File: src/rtl/blk_timing.sv
// Block-timing generator: 1-cycle pass-through of the video stream plus h_save/v_save block strobes.
// Optional geometry checker enabled by defining BLK_TIMING_CHECK_EN.
module blk_timing #(
    parameter int HBLKS  = 10,
    parameter int VBLKS  = 10,
    parameter int HP     = 30,
    parameter int VP     = 30,
    parameter bit VS_POL = 1'b1
) (
    input  logic        clk_i,
    input  logic        rst_ni,
    input  logic        vs_i,
    input  logic        de_i,
    input  logic [23:0] data_i,
    output logic        de_o,
    output logic [23:0] data_o,
    output logic        h_save_o,
    output logic        v_save_o,
    output logic        locked_o,
    output logic        err_o
);

    localparam int PX_W  = (HP > 1) ? $clog2(HP) : 1;
    localparam int HB_W  = $clog2(HBLKS + 1);
    localparam int LN_W  = (VP > 1) ? $clog2(VP) : 1;
    localparam int VB_W  = $clog2(VBLKS + 1);
    localparam int LEN_W = $clog2(HBLKS * HP + 2);

    localparam logic [PX_W-1:0]  PX_LAST = PX_W'(HP - 1);
    localparam logic [HB_W-1:0]  HB_MAX  = HB_W'(HBLKS);
    localparam logic [LN_W-1:0]  LN_LAST = LN_W'(VP - 1);
    localparam logic [VB_W-1:0]  VB_MAX  = VB_W'(VBLKS);
    localparam logic [LEN_W-1:0] LEN_SAT = LEN_W'(HBLKS * HP + 1);

    typedef enum logic [1:0] {SYNC, RUN, HOLD} state_t;

    state_t            state_q, state_d;
    logic [PX_W-1:0]   px_q, px_d;
    logic [HB_W-1:0]   hb_q, hb_d;
    logic [LN_W-1:0]   ln_q, ln_d;
    logic [VB_W-1:0]   vb_q, vb_d;
    logic [LEN_W-1:0]  len_q, len_d;
    logic              vs_q;
    logic              h_d, v_d;
    logic              vs_act, vs_edge, line_end;

`ifdef BLK_TIMING_CHECK_EN
    localparam int FR_W = $clog2(VBLKS * VP + 2);
    localparam logic [LEN_W-1:0] LEN_FULL = LEN_W'(HBLKS * HP);
    localparam logic [FR_W-1:0]  FR_FULL  = FR_W'(VBLKS * VP);
    localparam logic [FR_W-1:0]  FR_SAT   = FR_W'(VBLKS * VP + 1);
    logic [FR_W-1:0]   fr_q, fr_d;
    logic              err_q, err_d;
`endif

    assign vs_act   = (vs_i == VS_POL);
    assign vs_edge  = vs_act & ~vs_q;
    // de_o holds the previous cycle's de_i, so this marks the falling edge
    assign line_end = de_o & ~de_i;

    always_comb begin
        state_d = state_q;
        px_d    = px_q;
        hb_d    = hb_q;
        ln_d    = ln_q;
        vb_d    = vb_q;
        len_d   = len_q;
        h_d     = 1'b0;
        v_d     = 1'b0;
`ifdef BLK_TIMING_CHECK_EN
        fr_d    = fr_q;
        err_d   = err_q & (state_q == HOLD);
`endif
        if (vs_edge) begin
            state_d = RUN;
            px_d    = '0;
            hb_d    = '0;
            ln_d    = '0;
            vb_d    = '0;
            len_d   = '0;
`ifdef BLK_TIMING_CHECK_EN
            fr_d    = '0;
            err_d   = (state_q == RUN) && (fr_q != FR_FULL);
`endif
        end
        // Counting starts from the cleared values when the vsync edge lands on a pixel
        if (vs_edge || state_q == RUN) begin
            if (de_i) begin
                h_d = (px_d == PX_LAST) && (hb_d < HB_MAX) && (vb_d < VB_MAX);
                if (len_d != LEN_SAT) len_d = len_d + 1'b1;
                if (px_d == PX_LAST) begin
                    px_d = '0;
                    if (hb_d != HB_MAX) hb_d = hb_d + 1'b1;
                end else begin
                    px_d = px_d + 1'b1;
                end
            end else if (line_end && !vs_edge) begin
                v_d = (ln_d == LN_LAST) && (vb_d < VB_MAX);
`ifdef BLK_TIMING_CHECK_EN
                if (len_d != LEN_FULL) begin
                    err_d   = 1'b1;
                    state_d = HOLD;
                    v_d     = 1'b0;
                end
                if (fr_d != FR_SAT) fr_d = fr_d + 1'b1;
`endif
                px_d  = '0;
                hb_d  = '0;
                len_d = '0;
                if (ln_d == LN_LAST) begin
                    ln_d = '0;
                    if (vb_d != VB_MAX) vb_d = vb_d + 1'b1;
                end else begin
                    ln_d = ln_d + 1'b1;
                end
            end
        end
    end

    always_ff @(posedge clk_i or negedge rst_ni) begin
        if (!rst_ni) begin
            state_q  <= SYNC;
            px_q     <= '0;
            hb_q     <= '0;
            ln_q     <= '0;
            vb_q     <= '0;
            len_q    <= '0;
            vs_q     <= 1'b1;
            de_o     <= 1'b0;
            data_o   <= '0;
            h_save_o <= 1'b0;
            v_save_o <= 1'b0;
        end else begin
            state_q  <= state_d;
            px_q     <= px_d;
            hb_q     <= hb_d;
            ln_q     <= ln_d;
            vb_q     <= vb_d;
            len_q    <= len_d;
            vs_q     <= vs_act;
            de_o     <= de_i;
            data_o   <= data_i;
            h_save_o <= h_d;
            v_save_o <= v_d;
        end
    end

`ifdef BLK_TIMING_CHECK_EN
    always_ff @(posedge clk_i or negedge rst_ni) begin
        if (!rst_ni) begin
            fr_q  <= '0;
            err_q <= 1'b0;
        end else begin
            fr_q  <= fr_d;
            err_q <= err_d;
        end
    end
    assign err_o = err_q;
`else
    assign err_o = 1'b0;
`endif

    assign locked_o = (state_q == RUN);

endmodule
File: config.mk
export PLATFORM = sky130hd
export DESIGN_NAME = blk_timing
export DESIGN_NICKNAME = d
export VERILOG_FILES = /design/src/rtl/blk_timing.sv
export SDC_FILE = /design/constraint.sdc
export NUM_CORES = 1
export LEC_CHECK = 0
export BUFFER_PORTS_ARGS = -buffer_cell sky130_fd_sc_hd__buf_2
export CAP_MARGIN = 20
export CORE_MARGIN = 2
export CORE_UTILIZATION = 43
export CTS_CLUSTER_SIZE = 25
export DETAILED_ROUTE_END_ITERATION = 8
export PLACE_DENSITY = 0.78
export RECOVER_POWER = 100
export SLEW_MARGIN = 40
export SYNTH_ARGS = -nofsm -noshare
export SYNTH_HDL_FRONTEND = slang
export SYNTH_SLANG_ARGS = --single-unit
File: constraint.sdc
create_clock -name clk_i -period 2.1 [get_ports clk_i]
set_clock_uncertainty 0.1 [all_clocks]
set_input_delay 0.105 -clock clk_i [delete_from_list [all_inputs] [get_ports clk_i]]
set_output_delay 0.105 -clock clk_i [all_outputs]
set_load 0.01 [all_outputs]
==> results of run 1 <==
==> power breakdown <==
part | total (W) | switching [W] | internal [W]
registers | 0.000972 | 0.0000271 | 0.000945
clock network | 0.000757 | 0.000282 | 0.000475
logic | 0.000203 | 0.000109 | 0.0000948
==> routing by layer <==
metal	global-route usage	routed length (µm)	vias up	part of all wire
met4	0.0545	38	0	0.0078
li1	-	-	746	-
met2	0.371	2610	78	0.54
met1	0.240	1830	796	0.38
met5	0	0	-	0
met3	0.0627	386	4	0.079
==> path summary, 6_finish.rpt <==
kind                               to  slack (ns)  cells after the start
max                           hb_q[2]        0.09                      7
min                        data_o[13]        0.35                      2
max reg2reg                   hb_q[2]        0.09                      7
min reg2reg                   px_q[0]        0.46                      1
max in group asynchronous     ln_q[1]        0.70                      3
min in group asynchronous     hb_q[0]        0.52                      3
==> registers in the layout, summed over array words and instances, names as in the netlist <==
register	count
state_q	1
vb_q	4
vs_q	1
h_save_o	1
data_o	24
hb_q	4
px_q	5
ln_q	5
de_o	1
v_save_o	1
==> repair_timing <==
item,4_1_cts,5_1_grt
hold buffers,27,0
setup endpoints to repair,0,6
hold endpoints to repair,72,0
resized for setup,0,5
==> synthesized netlist by cell type (2+ instances only) <==
cell type  count
a21oi_1        7
nand4_1        2
inv_1          8
xor2_1         2
and2_1         4
buf_2          3
buf_4          2
clkbuf_1       2
nand4b_1       2
nand3_1        5
nand2_1       14
nor3_1         5
o21ai_0       11
o31ai_1        2
or3_1          2
nor2_1        11
dfrtp_1       46
ha_1           7
nand2b_1       2
mux2i_1        3
==> area by class of cell <==
class                   instances  area share
well taps                      52      0.0245
flip-flops and latches         47       0.443
clock inverters                 2      0.0226
inverters                       8      0.0113
multi-input cells             103       0.264
repair buffers                 88       0.207
clock buffers                   6      0.0273
==> per-stage QoR <==
stage / power [W] / cells / util / setup WS [ns] / TNS, ns
3_3_place_gp: 0.00114 / 271 / 0.527 / 0.126 / 0
3_5_place_dp: 0.00115 / 271 / 0.527 / 0.0785 / 0
5_1_grt: 0.00201 / 306 / 0.615 / -0.0231 / -0.0231
6_report: 0.00193 / 306 / 0.615 / 0.0909 / 0
2_1_floorplan: 0.00106 / 165 / - / 0.00306 / 0
4_1_cts: 0.00195 / 306 / 0.620 / 0.0626 / 0
==> cell families after synthesis <==
logic type,count (synthesis),share of synthesized area
fa+ha+maj,7,0.0456
buf+inv,15,0.0352
mux,3,0.0156
compound gates,33,0.111
xor+xnor,3,0.0137
other cells,1,0.00195
simple gates,56,0.164
flops,47,0.613
==> cell usage in the layout (no fill, tap or decap), types with 2 or more instances in the layout <==
cell type      instances
xor2_1                 2
o31ai_1                2
dlygate4sd3_1         27
clkbuf_1              31
o21ai_0               10
dfrtp_1               46
buf_2                 25
a21oi_1                7
nand3_1                4
bufinv_16              2
and2_1                 4
inv_1                  8
mux2i_1                3
nand2_1               14
ha_1                   7
nand4_1                2
clkbuf_8               5
nand4b_1               2
nor3_1                 5
nor2_1                11
buf_4                  5
or3_1                  2
==> results.cfg, run 1 <==
[cts]
root_buffer = clkbuf_8
cts_buffers = 5
clk_latency_ns = 0.29
clockBufferDepth = 2
cts_tree = yes
post_cts_buffers = 0
cts_sinks = 47
htreeDepth = 2
clk_pin_slew_worst_paths_ns = 0.08

[worst_setup_path]
cp_max_fo = 9
slowest_stage = dfstp_2
path_buf_inv = 0
slowest_delay_ns = 0.53
critPathTopFamily = compound AO/OA/AOI/OAI gates
crit_start = vs_q
critPathRequiredTime_ns = 2.21
arrival_ns = 2.12
start_kind = register
crit_type = reg -> reg
critPathCaptureType = register
r2r-start = vs_q
crit_chain = nand2b_4 -> nand2_1 -> ha_1 -> and4_2 -> a2111oi_2 -> o21ai_0 -> o21ai_0
cp_common_cell = o21ai_0

[die]
dieWidth_um = 70.9
fp.dieArea_mm2 = 0.00502
ioPinCount = 57
coreArea_mm2 = 0.00432
die_h_um = 70.9
initial_core_util = 0.444
rows = 24

[placement]
portBuffers = 55
dpl-instance-area_mm2 = 0.00228
post-dp-hpwl_um = 2760
place_congestion = 0.927

[final_layout]
multi_input_area_um2 = 702
n_fill_cell = 343
antennaDiodeCount = 0
drive_above_1_share = 0.197
seq_area_mm2 = 0.00118
fin_nets = 288
syn2layout_area_growth_pct = 38.3
final_cell_area_mm2 = 0.00266

[synthesis]
synth_warnings = 0
synth_area_per_cell_um2 = 11.6
yosys-top-cells-area = dfrtp_1, ha_1, o21ai_0
synth_edf_count = 0
yosys_most_used_dff = dfrtp_1
synth-seq-cells = 47
async_flop_share = 1.00
synth_nets = 200
syn_area_mm2 = 0.00192
yosysSeqAreaShare = 0.613
synth_cell_types = 45
synth.top_cell.area_share = 0.599
synth_largest_area_cell = dfrtp_1
synthCells = 165

[sta]
rsz0062_at_grt = true
slew_viol_final = 0
clock.fmax_mhz = 498
period_share = 0.957
slew_headroom = 0.271
fin_crit_ns = 2.01
hold_violations = 0
setup_violations = 0
hold_ws_ns = 0.353
worst_pin_slew_ns = 1.09

[routing]
wl_per_cell_um = 15.9
drtIter0Drc = 124
drtAntennaViolNets = 0
vias = 1624
drc = 0
first_pass_iters = 4
viasPerCell = 5.31
routed_wl_um = 4860

[global_route]
gr-total-overflow = 0
grt_pass1_wl_um = 7890
grt_max_degree = 48
grt_use_total = 0.206
antenna_found_initial = 0
grt_pass1_vias = 1598

[outcome]
outcome = completed

[worst_hold_path]
hold_class = in -> reg
hp-start = data_i[13]

[power]
leakagePower_nw = 1.22
powerDensity_mw_per_mm2 = 727
ir_drop_mv = 0.301

[flow_run]
max_cap_violations = 0
No activity file was read; power rests on OpenSTA's default activity.
==> inputs of run 2 (changes only) <==
Settings changed: CORE_MARGIN 2 to not set, PLACE_DENSITY 0.78 to 0.69.
==> run 2 against run 1 <==
  * Routed wire length down 6.0%
  * Power is 4.5% lower
  * Die area fell by 5.6%
  * Design area increased by 2.5%
  * Clock power decreased by 12%
==> results.cfg, run 2 (synthesis gave the netlist of run 1 again) <==
[outcome]
outcome = completed

[cts]
clockBufferDepth = 2
cts_tree = yes
cts_buffers = 5
cts_sinks = 47
root_buffer = clkbuf_8
clk_latency_ns = 0.30
htreeDepth = 2
clk_pin_slew_worst_paths_ns = 0.09

[sta]
rsz0062_at_grt = true
period_share = 0.959
hold_violations = 0
clock.fmax_mhz = 497
setup_slack_ns = 0.0870
worst_pin_slew_ns = 0.864
slew_viol_final = 0
fin_crit_ns = 2.01
slew_headroom = 0.424
finalSetupTns_ns = 0
setup_violations = 0

[global_route]
grt_pass1_vias = 1622
antenna_found_initial = 0
grt_pass1_wl_um = 7550
gr-total-overflow = 0
grt_use_total = 0.226
grt_max_degree = 21

[final_layout]
seq_area_mm2 = 0.00118
drive_above_1_share = 0.340
layout_common_cells = buf_2, dfrtp_1, dlygate4sd3_1
fin_cells = 309
n_fill_cell = 316
top_regs = data_o: 24 flops, ln_q: 5 flops, px_q: 5 flops
multi_input_area_um2 = 722
largest_reg_flops = 24
antennaDiodeCount = 0
fin_nets = 293
top_register = data_o
final_cell_area_mm2 = 0.00272
syn2layout_area_growth_pct = 41.7
final_common_cell = buf_2

[die]
die_h_um = 68.9
coreArea_mm2 = 0.00414
dieWidth_um = 68.9
ioPinCount = 57
rows = 23
initial_core_util = 0.464
fp.dieArea_mm2 = 0.00474

[power]
powerDensity_mw_per_mm2 = 678
power_w = 0.00185
p_sw_w = 0.000438
ir_drop_mv = 0.604
clockPowerShare = 0.359
leakagePower_nw = 1.32
seq_power_share = 0.524
power.internal_w = 0.00141
p_sw_frac = 0.237
combPwrFrac = 0.117

[worst_hold_path]
hold_class = in -> async

[routing]
drtAntennaViolNets = 0
viasPerCell = 5.15
vias = 1592
drtIter0Drc = 80
wl_per_cell_um = 14.8
routed_wl_um = 4570
first_pass_iters = 4
drc = 0

[worst_setup_path]
critPathRequiredTime_ns = 2.23
start_kind = register
crit_type = reg -> reg
arrival_ns = 2.14
critPathCaptureType = register
cp_max_fo = 5
slowest_stage = dfstp_2
crit_chain = nand2b_4 -> and2_4 -> ha_2 -> nand4_2 -> or4_4 -> a31oi_2
slowest_delay_ns = 0.56

[placement]
pre_cts_ws_ns = 0.00540
portBuffers = 55
dpl-instance-area_mm2 = 0.00230
post-place-cells = 272
post-dp-hpwl_um = 2780
place_congestion = 0.858

[flow_run]
max_cap_violations = 0
==> run 2: cell types whose count changed in the layout (fill, tap and decap cells not counted), sizes merged <==
cell    before  now
buf         30   64
clkbuf      37    6
clkinv       0    2
bufinv       2    1
nand2b       2    3
==> run 2: path summary, 6_finish.rpt <==
check | startpoint | endpoint | slack (ns) | cells after the start
max | vs_q | hb_q[3] | 0.09 | 6
min | rst_ni | ln_q[4] | 0.33 | 2
max reg2reg | vs_q | hb_q[3] | 0.09 | 6
min reg2reg | ln_q[2] | ln_q[2] | 0.45 | 2
max in group asynchronous | rst_ni | vs_q | 0.75 | 3
min in group clk_i | data_i[6] | data_o[6] | 0.33 | 2
==> run 2: power groups by stage <==
stage / logic, W / registers, W / clock network, W
6_report: 0.000216 / 0.000967 / 0.000663
5_1_grt: 0.000241 / 0.000973 / 0.000709
4_1_cts: 0.000207 / 0.000966 / 0.000680
3_5_place_dp: 0.000167 / 0.000984 / 0
3_3_place_gp: 0.000165 / 0.000983 / 0
2_1_floorplan: 0.0000693 / 0.000995 / 0
==> run 2: timing repair <==
item                       4_1_cts  5_1_grt
hold endpoints to repair        53        0
gates resized for setup          1        8
buffers inserted                 0        1
hold buffers                    27        0
cloned                           0        1
setup endpoints to repair        1        7
==> run 2: stage by stage <==
stage / hold WS, ns / utilization
floorplan: -0.291 / -
global placement: -0.0596 / 0.554
detailed placement: -0.0559 / 0.554
CTS: 0.156 / 0.647
global route: 0.320 / 0.657
finish: 0.326 / 0.657
==> run 2: layout make-up <==
| class | count | share of cell area |
|---|---|---|
| clock buffers | 5 | 0.0253 |
| clock inverters | 3 | 0.0161 |
| inverters | 8 | 0.0110 |
| multi-input cells | 104 | 0.265 |
| flip-flops and latches | 47 | 0.432 |
| well taps | 50 | 0.0230 |
| repair buffers | 92 | 0.227 |
==> run 2: layer usage <==
metal,global-route usage,vias to the layer above,part of all wire
met5,0,-,0
met4,0.0765,0,0.012
met3,0.0806,6,0.070
met2,0.359,60,0.48
met1,0.285,769,0.44
li1,-,757,-
==> run 2: worst max-delay path, delay by kind of cell (launching register included) <==
kind                     cells  cell delay (ns)
AND/OR/NAND/NOR              4             0.95
flip-flops                   1             0.56
adder cells (fa/ha/maj)      1             0.18
AO/OA/AOI/OAI                1             0.16
